`src/rtl/trap_sequencer_pkg.sv`:
```
`default_nettype none
// ============================================================================
//  Module      : trap_sequencer_pkg
//  Description : Shared encodings for the trap sequencer and the fetch-stage
//                PC mux that consumes its redirect select.
//                  - FSM state codes (IDLE, COMMIT, REDIRECT, DRAIN)
//                  - Do_pc_sel codes (SEL_SEQ, SEL_MTVEC, SEL_MEPC)
//                  - latched trap kind codes
//  Revision    : 1.0 - initial release
// ============================================================================
package trap_sequencer_pkg;

    // FSM state encoding
    localparam logic [1:0] ST_IDLE     = 2'd0;
    localparam logic [1:0] ST_COMMIT   = 2'd1;
    localparam logic [1:0] ST_REDIRECT = 2'd2;
    localparam logic [1:0] ST_DRAIN    = 2'd3;

    // PC mux select codes; 2'b11 is reserved and never driven
    localparam logic [1:0] SEL_SEQ   = 2'b00;
    localparam logic [1:0] SEL_MTVEC = 2'b01;
    localparam logic [1:0] SEL_MEPC  = 2'b10;

    // Latched trap kind; ECALL is the reset value
    localparam logic KIND_ECALL = 1'b0;
    localparam logic KIND_MRET  = 1'b1;

    // Redirect select for a given trap kind
    function automatic logic [1:0] redirect_sel(input logic kind);
        return (kind == KIND_MRET) ? SEL_MEPC : SEL_MTVEC;
    endfunction

endpackage : trap_sequencer_pkg
`default_nettype wire

```
`src/rtl/trap_sequencer.sv`:
```
`default_nettype none
// ============================================================================
//  Module      : trap_sequencer
//  Description : Sequences ECALL / MRET traps out of the execute stage:
//                COMMIT pulse to the exception handler, one REDIRECT cycle
//                steering fetch to mtvec/mepc, then FLUSH_CYCLES cycles of
//                DRAIN while younger instructions are squashed.
//  Ports       : clk, reset_x (async, active-low)
//                Di_valid, Di_ecall_dec, Di_mret_dec, Di_PC  - execute stage
//                Di_mepc, Di_mtvec                           - CSR values
//                Do_ecall, Do_mret, Do_PC                    - commit to handler
//                Do_pc_sel, Do_next_PC                       - fetch redirect
//                Do_stall, Do_flush, Do_busy, Do_trap_cnt    - pipeline control
//  Revision    : 1.0 - initial release
// ============================================================================
module trap_sequencer
    import trap_sequencer_pkg::*;
#(
    parameter int FLUSH_CYCLES = 2      // DRAIN cycles, legal 1..15
) (
    input  logic        clk,
    input  logic        reset_x,
    input  logic        Di_valid,
    input  logic        Di_ecall_dec,
    input  logic        Di_mret_dec,
    input  logic [31:0] Di_PC,
    input  logic [31:0] Di_mepc,
    input  logic [31:0] Di_mtvec,
    output logic        Do_ecall,
    output logic        Do_mret,
    output logic [31:0] Do_PC,
    output logic [1:0]  Do_pc_sel,
    output logic [31:0] Do_next_PC,
    output logic        Do_stall,
    output logic        Do_flush,
    output logic        Do_busy,
    output logic [7:0]  Do_trap_cnt
);

    localparam logic [3:0] C_FLUSH = 4'(FLUSH_CYCLES);

    logic [1:0]  state_q,     state_d;
    logic [31:0] pc_q,        pc_d;
    logic        kind_q,      kind_d;
    logic [3:0]  drain_cnt_q, drain_cnt_d;
    logic [7:0]  trap_cnt_q,  trap_cnt_d;

    logic        w_event;

    assign w_event = Di_valid & (Di_ecall_dec | Di_mret_dec);

    // ------------------------------------------------------------------
    // Next-state logic. Inputs are only looked at in IDLE, so anything
    // arriving while a trap is in flight (including the last DRAIN cycle)
    // is dropped rather than queued.
    // ------------------------------------------------------------------
    always_comb begin
        state_d     = state_q;
        pc_d        = pc_q;
        kind_d      = kind_q;
        drain_cnt_d = drain_cnt_q;
        trap_cnt_d  = trap_cnt_q;

        case (state_q)
            ST_IDLE: begin
                if (w_event) begin
                    pc_d    = Di_PC;
                    // ECALL has priority when both decode flags are set
                    kind_d  = Di_ecall_dec ? KIND_ECALL : KIND_MRET;
                    state_d = ST_COMMIT;
                end
            end
            ST_COMMIT: begin
                if (kind_q == KIND_ECALL) begin
                    trap_cnt_d = trap_cnt_q + 8'd1;     // wraps 255 -> 0
                end
                state_d = ST_REDIRECT;
            end
            ST_REDIRECT: begin
                drain_cnt_d = C_FLUSH;
                state_d     = ST_DRAIN;
            end
            ST_DRAIN: begin
                // Leaving on count 1 gives exactly FLUSH_CYCLES DRAIN cycles;
                // <= also recovers from an out-of-range count of 0.
                if (drain_cnt_q <= 4'd1) begin
                    drain_cnt_d = 4'd0;
                    state_d     = ST_IDLE;
                end else begin
                    drain_cnt_d = drain_cnt_q - 4'd1;
                end
            end
            default: begin
                state_d = ST_IDLE;
            end
        endcase
    end

    always_ff @(posedge clk or negedge reset_x) begin
        if (!reset_x) begin
            state_q     <= ST_IDLE;
            pc_q        <= 32'd0;
            kind_q      <= KIND_ECALL;
            drain_cnt_q <= 4'd0;
            trap_cnt_q  <= 8'd0;
        end else begin
            state_q     <= state_d;
            pc_q        <= pc_d;
            kind_q      <= kind_d;
            drain_cnt_q <= drain_cnt_d;
            trap_cnt_q  <= trap_cnt_d;
        end
    end

    // ------------------------------------------------------------------
    // Outputs: decoded from the registered state so that reset clears them
    // asynchronously along with the flops.
    // ------------------------------------------------------------------
    always_comb begin
        Do_busy    = (state_q != ST_IDLE);
        Do_stall   = Do_busy;
        Do_flush   = (state_q == ST_REDIRECT) || (state_q == ST_DRAIN);
        Do_ecall   = (state_q == ST_COMMIT) && (kind_q == KIND_ECALL);
        Do_mret    = (state_q == ST_COMMIT) && (kind_q == KIND_MRET);
        Do_PC      = pc_q;
        Do_pc_sel  = (state_q == ST_REDIRECT) ? redirect_sel(kind_q) : SEL_SEQ;
        Do_trap_cnt = trap_cnt_q;

        // Targets pass straight through; mepc+4 is the handler's job
        case (Do_pc_sel)
            SEL_MTVEC: Do_next_PC = Di_mtvec;
            SEL_MEPC:  Do_next_PC = Di_mepc;
            default:   Do_next_PC = 32'd0;
        endcase
    end

endmodule : trap_sequencer
`default_nettype wire

```
`config.mk`:
```
export PLATFORM = sky130hd
export DESIGN_NAME = trap_sequencer
export DESIGN_NICKNAME = d
export VERILOG_FILES = /design/src/rtl/trap_sequencer_pkg.sv /design/src/rtl/trap_sequencer.sv
export SDC_FILE = /design/constraint.sdc
export NUM_CORES = 1
export LEC_CHECK = 0
export CORE_UTILIZATION = 55
export DETAILED_ROUTE_END_ITERATION = 10
export DONT_BUFFER_PORTS = 1
export GPL_TIMING_DRIVEN = 0
export PLACE_DENSITY = 0.74
export SLEW_MARGIN = 20
export SYNTH_ARGS = -nofsm -noshare
export SYNTH_HDL_FRONTEND = slang
export SYNTH_SLANG_ARGS = --single-unit
```
`constraint.sdc`:
```
create_clock -name clk -period 1.6 [get_ports clk]
set_input_delay 0.32 -clock clk [delete_from_list [all_inputs] [get_ports clk]]
set_output_delay 0.32 -clock clk [all_outputs]
set_load 0.05 [all_outputs]
```
Yosys cells after proc, flatten, opt, wreduce, memory -nomap -nowiden
Index checks and enable logic that the tools add are counted.
{"block": "classes", "bitwise": 3, "addsub": 2, "n_mux": 9, "reduce_logical": 9, "magnitude_cmp": 1, "n_eq_ne": 7}
{"op": "32-bit case mux with 2 select lines", "n": 1}
{"op": "8-bit by 1-bit adder with 8-bit output, second input constant", "n": 1}
{"op": "2-bit 2-to-1 mux", "n": 4}
{"op": "2-bit case mux with 4 select lines", "n": 1}
{"op": "4-bit case mux with 2 select lines", "n": 1}
{"op": "2-bit == test, second input constant", "n": 3}
{"op": "2-bit AND reduction", "n": 3}
{"op": "2-bit by 1-bit == test with 1-bit output, second input constant", "n": 2}
{"op": "4-bit by 1-bit less-or-equal comparator with 1-bit output, second input constant", "n": 1}
{"op": "4-bit 2-to-1 mux", "n": 1}
{"op": "2-bit inequality test, second input constant", "n": 2}
{"op": "2-bit nonzero test", "n": 2}
{"op": "4-bit by 1-bit subtractor with 4-bit output, second input constant", "n": 1}
{"op": "1-bit logical AND", "n": 2}
{"op": "2-bit zero test", "n": 1}
{"op": "1-bit bitwise AND", "n": 1}
{"op": "1-bit logical OR", "n": 1}
{"op": "1-bit 2-to-1 mux", "n": 1}
{"op": "1-bit NOT", "n": 1}
{"op": "1-bit OR", "n": 1}
{"block": "totals", "inputBits": 101, "regBits": 47, "output_inout_bits": 79, "elab_cells": 36}

Depth between registers and ports, before layout
Gate-level depths: netlist (run 1).
{"block": "depth", "ltp_word": 4, "mapped_depth": 8}

Worst setup path after synthesis (run 1)
No wires, ideal clock.
{"block": "synth_path", "kind": "register -> output", "start": "register state_q[0]", "end": "output Do_next_PC[10]", "path_stages_with_launch": 6, "slack_ns": -0.473, "t_required_ns": 1.280, "n_path_buf": 1, "arrival_ns": 1.753, "path_cell_list": "dfrtp_1 > inv_1 > ha_1 > nand2_1 > buf_1 > nor2_1"}
{"block": "synth_between", "elab_chain_cells": 4}
{"item": "from (decl)", "line_no": "trap_sequencer.sv:42", "source": "logic [1:0] state_q, state_d;"}
{"item": "from (signal assigned)", "line_no": "trap_sequencer.sv:107", "source": "state_q <= state_d;"}
{"item": "2-bit == test (*)", "line_no": "trap_sequencer.sv:126", "source": "Do_pc_sel = (state_q == ST_REDIRECT) ? redirect_sel(kind_q) : SEL_SEQ;"}
{"item": "2-bit 2-to-1 mux (*)", "line_no": "trap_sequencer.sv:126"}
{"item": "2-bit == test or 2-bit by 1-bit == test with 1-bit output (tied branches)", "line_no": "trap_sequencer.sv:130", "source": "case (Do_pc_sel)"}
{"item": "32-bit case mux with 2 select lines (*)", "line_no": "trap_sequencer.sv:130"}
{"item": "to (decl)", "line_no": "trap_sequencer.sv:33", "source": "output logic [31:0] Do_next_PC,"}
Every way passes the cells marked *; elsewhere a longest branch is shown, timed or not.

Worst setup path in the final report (run 1)
{"block": "layout_path", "start": "register state_q[0]", "end": "register pc_q[16], in the netlist Do_PC[16]"}
{"block": "layout_between", "elab_chain_cells": 2}
{"item": "2-bit zero test", "line_no": "trap_sequencer.sv:64", "source": "case (state_q)"}
{"item": "2-bit AND reduction (no line)"}
{"item": "to (signal assigned)", "line_no": "trap_sequencer.sv:108", "source": "pc_q <= pc_d;"}
{"item": "to (decl)", "line_no": "trap_sequencer.sv:43", "source": "logic [31:0] pc_q, pc_d;"}
No other way between the ends.
A chain may end at the register's enable or synchronous reset.

==> results of run 1 <==
==> worst register-to-register path: stages (launching register included) <==
cell and delay [ns]:
dfrtp_1 0.42, inv_4 0.12, ha_4 0.16, clkinvlp_4 0.25, or2_1 0.31, buf_6 0.15
buf_12 0.15, mux2_4 0.30
==> logic make-up after synthesis <==
kind of cell	synth area share
flops	0.4451
simple gates	0.09612
fa+ha+maj	0.04261
mux	0.3134
compound gates	0.02415
buf+inv	0.05539
xor+xnor	0.02320
==> per-layer routing <==
metal	global-route usage	vias up	wire length, microns	part of all wire
li1	-	796	-	-
met1	0.2888	861	2280	0.37
met2	0.4349	101	3278	0.53
met3	0.07454	8	585	0.094
met4	0.08667	0	90	0.014
met5	0	-	0	0
==> registers in the layout, indices dropped and copies added, names as in the netlist <==
signal and cells:
Do_PC 32, drain_cnt_q 4, Do_trap_cnt 8, kind_q 1
state_q 2
==> metrics by stage <==
stage          hold WS [ns]  TNS [ns]  instances  area, sq um
2_1_floorplan       0.02441    -13.00        215         2918
3_3_place_gp        0.02539    -20.15        267         2983
3_5_place_dp        0.02524    -23.16        267         2983
4_1_cts             0.08546    -22.66        290         3408
5_1_grt             0.07756    -27.83        299         3577
6_report            0.08434    -23.76        299         3577
==> layout make-up <==
class | instances | area [sq um]
buffer | 13 | 201.4
clock buffer | 6 | 82.58
clock inverter | 2 | 38.79
fill | 248 | 897.1
inverter | 6 | 28.78
multi-input combinational | 149 | 1707
sequential | 47 | 1177
tap | 52 | 65.06
timing repair buffer | 24 | 276.5
==> layout by cell type (no fill, tap or decap), types with 2 or more instances in the layout <==
cell	netlist	layout
dfrtp_1	47	46
nor2b_4	0	2
buf_12	3	7
nor2_1	35	3
buf_6	2	10
ha_4	0	4
buf_4	2	15
clkbuf_16	0	3
ha_2	0	2
ha_1	9	3
mux2i_2	0	2
mux2i_1	34	32
nor2_4	0	32
inv_1	6	3
mux2_2	6	4
clkbuf_8	0	6
nand2_1	8	3
nand2_2	0	4
xor2_1	2	2
o21ai_0	3	2
mux2_4	28	30
xnor2_1	5	4
o21ai_1	1	2
and2_4	0	2
==> power breakdown <==
group	leakage (nW)	switching, mW	internal, mW	total (mW)
Sequential	0.570	2.22	1.72	3.94
Combinational	0.978	2.33	2.07	4.40
Clock	0.0618	0.413	0.514	0.927
==> cell usage after synthesis (all sizes together) (2+ instances only) <==
cell type,instances
xnor2,5
o31ai,2
o21ai,4
nor2,35
inv,6
xor2,2
mux2i,34
mux2,34
nand3,2
and2,2
or2,2
nor2b,2
ha,9
buf,12
and3,2
nand2,8
dfrtp,47
==> repair_timing <==
action / 4_1_cts / 5_1_grt
cloned: 1 / 2
hold buffers: 2 / 0
gates resized for setup: 39 / 19
hold endpoints to repair: 47 / 0
buffers inserted: 12 / 9
setup endpoints to repair: 76 / 79
pin swaps: 11 / 17
==> final timing paths <==
check	start	endpoint	slack, ns
worst max-delay path	state_q[0]$_DFFE_PN0P_	Do_PC[16]$_DFFE_PN0P_	-0.36
worst min-delay path	Di_ecall_dec	kind_q$_DFFE_PN0P_	0.08
worst max register to register	state_q[0]$_DFFE_PN0P_	Do_PC[16]$_DFFE_PN0P_	-0.36
worst min register to register	state_q[1]$_DFFE_PN0P_	state_q[1]$_DFFE_PN0P_	0.61
max in group asynchronous	reset_x	state_q[1]$_DFFE_PN0P_	0.86
min in group asynchronous	reset_x	Do_PC[5]$_DFFE_PN0P_	0.52
==> impl_metrics.toml, run 1 <==
[run_status]
status = "finished with violations"
violations = "design-rule violations, negative setup slack"

[logic_synthesis]
ys_seq_area_frac = 0.4451
syn_area_sq_mm = 0.002643
synthCells = 215
postSynthAreaPerCell_sq_um = 12.29
yosysWarnings = 0
synth_largest_area_cell = "dfrtp_1"
synth_edf_count = 0
synth.ff_latch_count = 47
netlist_top_cells_area = "dfrtp_1, mux2_4, mux2i_1, nor2_1, ha_1"
synth_top_flop_cell = "dfrtp_1"
yosysUniqueCellTypes = 33
async_flop_share = 1.000
syn_nets = 325
synth_top_area_share = 0.4451

[pwr]
power_density_mw_per_mm2 = 2590
vdd_drop_max_mv = 1.471
cellLeakagePower_nw = 1.610
power_mw = 9.264

[cts]
clock_latency_ns = 0.31
path_clk_slew_ns = 0.09
cts_buffers = 5
cts.sinks = 47
cts_max_level = 2
root_buffer = "clkbuf_8"
cts_tree = "done"
clockBufferDepth = 2

[critical_path]
critPathKind = "flop to flop"
path_buf_inv = 4
crit_family = "buffers and inverters"
path_max_fanout = 10
required_ns = 1.80
path_depth = 7
cp_slowest_cell = "dfrtp_1"
crit_arrival_ns = 2.16
startpoint_type = "flop"
slowest_delay_ns = 0.42
crit_chain = "inv_4 > ha_4 > clkinvlp_4 > or2_1 > buf_6 > buf_12 > mux2_4"
worstRegToRegCells = 7
end_kind = "flop"

[sta]
finalHoldViolations = 0
setup_viol = 78
post-route-period-util = 1.224
timing.final.ws_setup_ns = -0.3591
timing.final.crit_period_ns = 1.959
rsz0062_at_grt = "true"
relSlewSlack = 0.5574
slew_viol_final = 0
worstMarginPinSlew_ns = 0.6640
fin_skew_ns = 0.004864
max_freq_mhz = 510.4

[detailed_routing]
routed_wl_microns = 6235
antenna_left = 0
drc = 10
first_iter_violations = 87
num_vias = 1766
firstDrtPassIters = 7
wl_per_cell_microns = 20.85
vias_per_cell = 5.906

[global_routing]
grt_max_degree = 48
grt_pass1_vias = 1856
overflow = 0
gr-usage-all-layers = 0.2480
grt_antenna_before_repair = 0
grt_pass1_wl_microns = 9584

[placed_design]
place_hpwl_microns = 4429
gp_congestion = 0.7894
place_ws_ns = -0.3940
placement.io_buffers = 0

[floorplan]
die_area_sq_mm = 0.005086
die_h_microns = 71.32
initial_utilization = 0.5906
num_io_pins = 180
die_x_microns = 71.32
core_area_sq_mm = 0.004474
rows = 24

[final_layout]
diodes = 0
final_nets = 356
postLayoutCoreUtil = 0.7995
drive_gt1_frac = 0.5587
area_delta_synth_final_pct = 35.37

[min_path]
hold_path.class = "primary input to flop"
min_path_cells = 1

[run]
drv_cap = 0
No activity file was read; power rests on OpenSTA's default activity.
==> run 2: changes to the inputs <==
--- a/config.mk
+++ b/config.mk
@@ -5,6 +5,7 @@
 export SDC_FILE = /design/constraint.sdc
 export NUM_CORES = 1
 export LEC_CHECK = 0
+export CORE_ASPECT_RATIO = 1.5
 export CORE_UTILIZATION = 55
 export DETAILED_ROUTE_END_ITERATION = 10
 export DONT_BUFFER_PORTS = 1
==> run 2 against run 1 <==
Compared with the run above:
- the flow finishes with violations (negative setup slack)
- worst hold slack better by 0.021 ns
- clock power is 12% lower
- flip-flop and latch count unchanged
- routed wire length fell by 6.5%
- combinational power decreased by 6.4%
- sequential share of layout area is 1.6 points higher
- design area is 4.6% lower
- clock skew down 0.0025 ns
- power fell by 4.7%
- sequential power fell by 1%
- critical endpoint is now Do_PC[3]$_DFFE_PN0P_
- highest routed layer unchanged
- maximum frequency is 1.3% higher
- critical path depth did not move
==> impl_metrics.toml, run 2 (synthesized netlist as in run 1, its figures left out) <==
[run_status]
status = "finished with violations"
violations = "negative setup slack"

[sta]
worstMarginPinSlew_ns = 0.5618
timing.final.ws_setup_ns = -0.3344
fin_skew_ns = 0.002354
setup_viol = 72
finalHoldViolations = 0
post-route-period-util = 1.209
timing.final.crit_period_ns = 1.934
slew_viol_final = 0
rsz0062_at_grt = "true"
relSlewSlack = 0.6255
max_freq_mhz = 517.0
whs_ns = 0.1057

[final_layout]
final_cells = 300
largest_reg_flops = 32
final_common_cell = "dfrtp_1"
final_nets = 346
final_cell_mix = "dfrtp_1, mux2i_1, nor2_4"
postLayoutCoreUtil = 0.7451
area_delta_synth_final_pct = 29.12
drive_gt1_frac = 0.5212
diodes = 0

[detailed_routing]
first_iter_violations = 37
wl_per_cell_microns = 19.44
drc = 0
firstDrtPassIters = 4
routed_wl_microns = 5832
vias_per_cell = 5.663
num_vias = 1699
antenna_left = 0

[floorplan]
die_x_microns = 58.60
rows = 30
initial_utilization = 0.5770
die_h_microns = 86.90
num_io_pins = 180
core_area_sq_mm = 0.004579
die_area_sq_mm = 0.005092

[cts]
cts_tree = "done"
root_buffer = "clkbuf_8"
path_clk_slew_ns = 0.08
cts.sinks = 47
clock_latency_ns = 0.29
cts_max_level = 2
clockBufferDepth = 2
cts_buffers = 5

[critical_path]
crit_family = "buffers and inverters"
path_max_fanout = 10
r2r_start = "state_q[0]$_DFFE_PN0P_"
startpoint_type = "flop"
end_kind = "flop"
path_buf_inv = 4
slowest_delay_ns = 0.41
rrSetupSlack_ns = -0.33
crit_chain = "inv_4 > ha_4 > clkinvlp_4 > or2_1 > buf_6 > buf_12 > mux2_4"
r2r_end = "Do_PC[3]$_DFFE_PN0P_"
critPathKind = "flop to flop"
cp_slowest_cell = "dfrtp_1"
worstRegToRegCells = 7
required_ns = 1.78
crit_arrival_ns = 2.11

[global_routing]
gr-usage-all-layers = 0.2234
grt_max_degree = 48
grt_pass1_wl_microns = 8556
grt_pass1_vias = 1808
grt_antenna_before_repair = 0
overflow = 0

[placed_design]
placement.io_buffers = 0
gp_congestion = 0.7399
place_hpwl_microns = 4593
placed_cells = 279

[min_path]
min_path_cells = 1
worstHoldEndpoint = "kind_q$_DFFE_PN0P_"
hold_path.class = "primary input to flop"
holdCritStartpoint = "Di_ecall_dec"

[pwr]
cellLeakagePower_nw = 1.509
vdd_drop_max_mv = 1.219
power_density_mw_per_mm2 = 2587
power_mw = 8.827

[run]
drv_cap = 0
## run 2: cell count changes in the layout (fill, tap and decap cells not counted), moves of 2 or more
cell,previous run,this run
mux2_2,4,6
buf_4,15,12
nand3_1,0,2
buf_6,10,4
mux2_4,30,28
nand2_2,4,2
inv_1,3,1
nand2_1,3,5
clkbuf_16,3,1
## run 2: stage by stage
| step | setup TNS (ns) | cell area [sq um] | setup WS [ns] |
|---|---|---|---|
| floorplan | -13.00 | 2918 | -0.2773 |
| global route | -24.54 | 3412 | -0.3862 |
| detailed placement | -23.34 | 2998 | -0.3935 |
| finish | -20.25 | 3412 | -0.3344 |
| global placement | -20.38 | 2998 | -0.3505 |
| CTS | -21.27 | 3358 | -0.3485 |
## run 2: worst max path at each step
stage	cells past startpoint	end	slack, ns	from
6_report	7	Do_PC[3]$_DFFE_PN0P_	-0.33	state_q[0]$_DFFE_PN0P_
5_1_grt	7	Do_PC[3]$_DFFE_PN0P_	-0.39	state_q[0]$_DFFE_PN0P_
4_1_cts	7	Do_PC[12]$_DFFE_PN0P_	-0.35	state_q[0]$_DFFE_PN0P_
3_5_place_dp	5	Do_next_PC[6]	-0.39	state_q[0]$_DFFE_PN0P_
3_3_place_gp	7	Do_PC[16]$_DFFE_PN0P_	-0.35	state_q[1]$_DFFE_PN0P_
2_1_floorplan	7	Do_PC[10]$_DFFE_PN0P_	-0.28	state_q[1]$_DFFE_PN0P_
## run 2: per-layer routing
layer,track usage,wire length [microns],up-vias,part of all wire
met1,0.2268,1981,810,0.34
met4,0.07576,97,0,0.017
met5,0,0,-,0
li1,-,-,761,-
met3,0.05944,478,9,0.082
met2,0.4274,3275,119,0.56
## run 2: layout make-up
type / instances / area (sq um)
repair buffers: 14 / 150.1
clock inverters: 1 / 30.03
well taps: 64 / 80.08
fillers: 312 / 1167
inverters: 6 / 31.28
flip-flops and latches: 47 / 1177
multi-input cells: 149 / 1674
plain buffers: 13 / 196.4
clock buffers: 6 / 72.57
## run 2: what timing repair did
item,in CTS,in global routing
hold buffers,2,0
pin swaps,21,17
buffers inserted,9,2
resized for setup,34,8
setup endpoints to repair,75,77
cloned,1,0
hold endpoints to repair,47,0
## run 2: report_power, final
part	internal (mW)	switching [mW]
combinational	1.87	2.25
clock	0.458	0.356
sequential	1.72	2.17
## run 2: worst reg2reg max path, delay by kind of cell, from the launching register on
kind,cells,cell delay [ns]
mux,1,0.30
buf+inv,4,0.65
flops,1,0.41
fa+ha+maj,1,0.15
simple gates,1,0.31
==> run 3: changes to the inputs <==
--- a/config.mk
+++ b/config.mk
@@ -5,12 +5,12 @@
 export SDC_FILE = /design/constraint.sdc
 export NUM_CORES = 1
 export LEC_CHECK = 0
+export BUFFER_PORTS_ARGS = -buffer_cell sky130_fd_sc_hd__buf_2
 export CORE_ASPECT_RATIO = 1.5
-export CORE_UTILIZATION = 55
+export CORE_UTILIZATION = 38
 export DETAILED_ROUTE_END_ITERATION = 10
-export DONT_BUFFER_PORTS = 1
 export GPL_TIMING_DRIVEN = 0
-export PLACE_DENSITY = 0.74
+export PLACE_DENSITY = 0.79
 export SLEW_MARGIN = 20
 export SYNTH_ARGS = -nofsm -noshare
 export SYNTH_HDL_FRONTEND = slang
==> run 3 against run 2 <==
Compared with the run above:
- sequential power fell by 45%
- non-clock buffer count grew 179
- first-iteration DRC count up 100%
- flip-flop and latch count unchanged
- setup slack improved by 0.054 ns
- highest routed layer unchanged
- power grew 20%
- final cell count increased by 64%
- clock-buffer cell count stayed put
- the flow still finishes with violations (negative setup slack)
- critical path depth decreased by 1
- clock skew increased by 0.013 ns
- largest power group unchanged
==> impl_metrics.toml, run 3 (synthesized netlist as in run 1, its figures left out) <==
[floorplan]
core_area_sq_mm = 0.006621
num_io_pins = 180
die_x_microns = 70.09
die_area_sq_mm = 0.007298
rows = 36
die_h_microns = 104.1
initial_utilization = 0.3991

[cts]
clockBufferDepth = 2
path_clk_slew_ns = 0.09
cts_tree = "done"
cts_buffers = 5
root_buffer = "clkbuf_8"
cts.sinks = 47
clock_latency_ns = 0.30
ctsHoldBuffers = 0
cts_max_level = 2

[sta]
whs_ns = 0.02171
finalHoldViolations = 0
timing.final.crit_period_ns = 1.880
max_freq_mhz = 531.9
setup_viol = 74
timing.final.ws_setup_ns = -0.2801
post-route-period-util = 1.175
rsz0062_at_grt = "true"
slew_viol_final = 0
tns_ns = -16.77
worstMarginPinSlew_ns = 0.5844
fin_skew_ns = 0.01506
relSlewSlack = 0.6104

[detailed_routing]
num_vias = 2395
wl_per_cell_microns = 14.65
drc = 0
firstDrtPassIters = 4
first_iter_violations = 75
vias_per_cell = 4.868
routed_wl_microns = 7209
antenna_left = 0

[final_layout]
drive_gt1_frac = 0.7813
fin_area_sq_mm = 0.004860
final_nets = 525
diodes = 0
area_delta_synth_final_pct = 83.90
final_cell_mix = "buf_2, dfrtp_1, buf_6"
fillers = 437
largest_reg_flops = 32
final_common_cell = "buf_2"

[pwr]
power_mw = 10.63
cellLeakagePower_nw = 2.361
vdd_drop_max_mv = 0.9489
power_density_mw_per_mm2 = 2188

[critical_path]
startpoint_type = "flop"
rrSetupSlack_ns = -0.26
path_max_fanout = 8
end_kind = "output pin"
crit_arrival_ns = 1.56
r2r_start = "state_q[0]$_DFFE_PN0P_"
cp-startpoint = "state_q[0]$_DFFE_PN0P_"
required_ns = 1.28
critPathKind = "flop to output pin"

[placed_design]
gp_congestion = 0.7507
placement.io_buffers = 179
place_ws_ns = -0.4666
dpl_cell_area_sq_mm = 0.003909
place_hpwl_microns = 5049

[global_routing]
grt_pass1_vias = 2594
grt_pass1_wl_microns = 12100
grt_antenna_before_repair = 0
overflow = 0
grt_max_degree = 48
gr-usage-all-layers = 0.2047

[run_status]
violations = "negative setup slack"
status = "finished with violations"

[min_path]
hold_path.class = "primary input to async pin"

[run]
drv_cap = 0
## run 3: where the power goes
part,leakage (nW),total [mW],internal (mW),switching (mW)
logic,1.73,7.50,3.06,4.44
clock network,0.0654,1.00,0.624,0.377
registers,0.570,2.13,1.75,0.383
## run 3: layout make-up
class / instances / area [sq um] / share of cell area
clock inverter: 2 / 60.06 / 0.01236
inverter: 6 / 26.28 / 0.005407
multi-input combinational: 149 / 1869 / 0.3847
clock buffer: 6 / 72.57 / 0.01493
sequential: 47 / 1177 / 0.2423
timing repair buffer: 194 / 1335 / 0.2747
tap: 76 / 95.09 / 0.01957
buffer: 12 / 224.0 / 0.04609
## run 3: worst max-delay path: stages, from the launching register on
cell and delay (ns):
dfrtp_1 0.41, inv_2 0.11, ha_4 0.18, nand2_8 0.11, clkbuf_16 0.19, nor2_4 0.08, buf_6 0.16
## run 3: worst paths after layout
| path | to | cells after the start |
|---|---|---|
| max | Do_next_PC[31] | 6 |
| min | drain_cnt_q[1]$_DFFE_PN0P_ | 1 |
| max reg2reg | Do_PC[4]$_DFFE_PN0P_ | 8 |
| min reg2reg | Do_trap_cnt[7]$_DFFE_PN0P_ | 1 |
| max in group asynchronous | state_q[1]$_DFFE_PN0P_ | 1 |
| min in group clk | kind_q$_DFFE_PN0P_ | 2 |
## run 3: per-layer routing
layer,vias to the layer above,GRT usage,routed length (microns)
met1,1121,0.2294,2703
met2,137,0.3860,3899
met3,13,0.02616,454
li1,1124,-,-
met4,0,0.07429,152
met5,-,0,0
## run 3: stage by stage
step,instances,utilization
finish,492,0.7339
global route,492,0.7339
CTS,490,0.7281
detailed placement,470,0.5903
global placement,470,0.5903
floorplan,215,-
## run 3: repair_timing
item | 4_1_cts | 5_1_grt
buffers inserted | 10 | 2
pin swaps | 2 | 1
setup endpoints to repair | 67 | 78
resized for setup | 160 | 7
gates cloned | 3 | 0
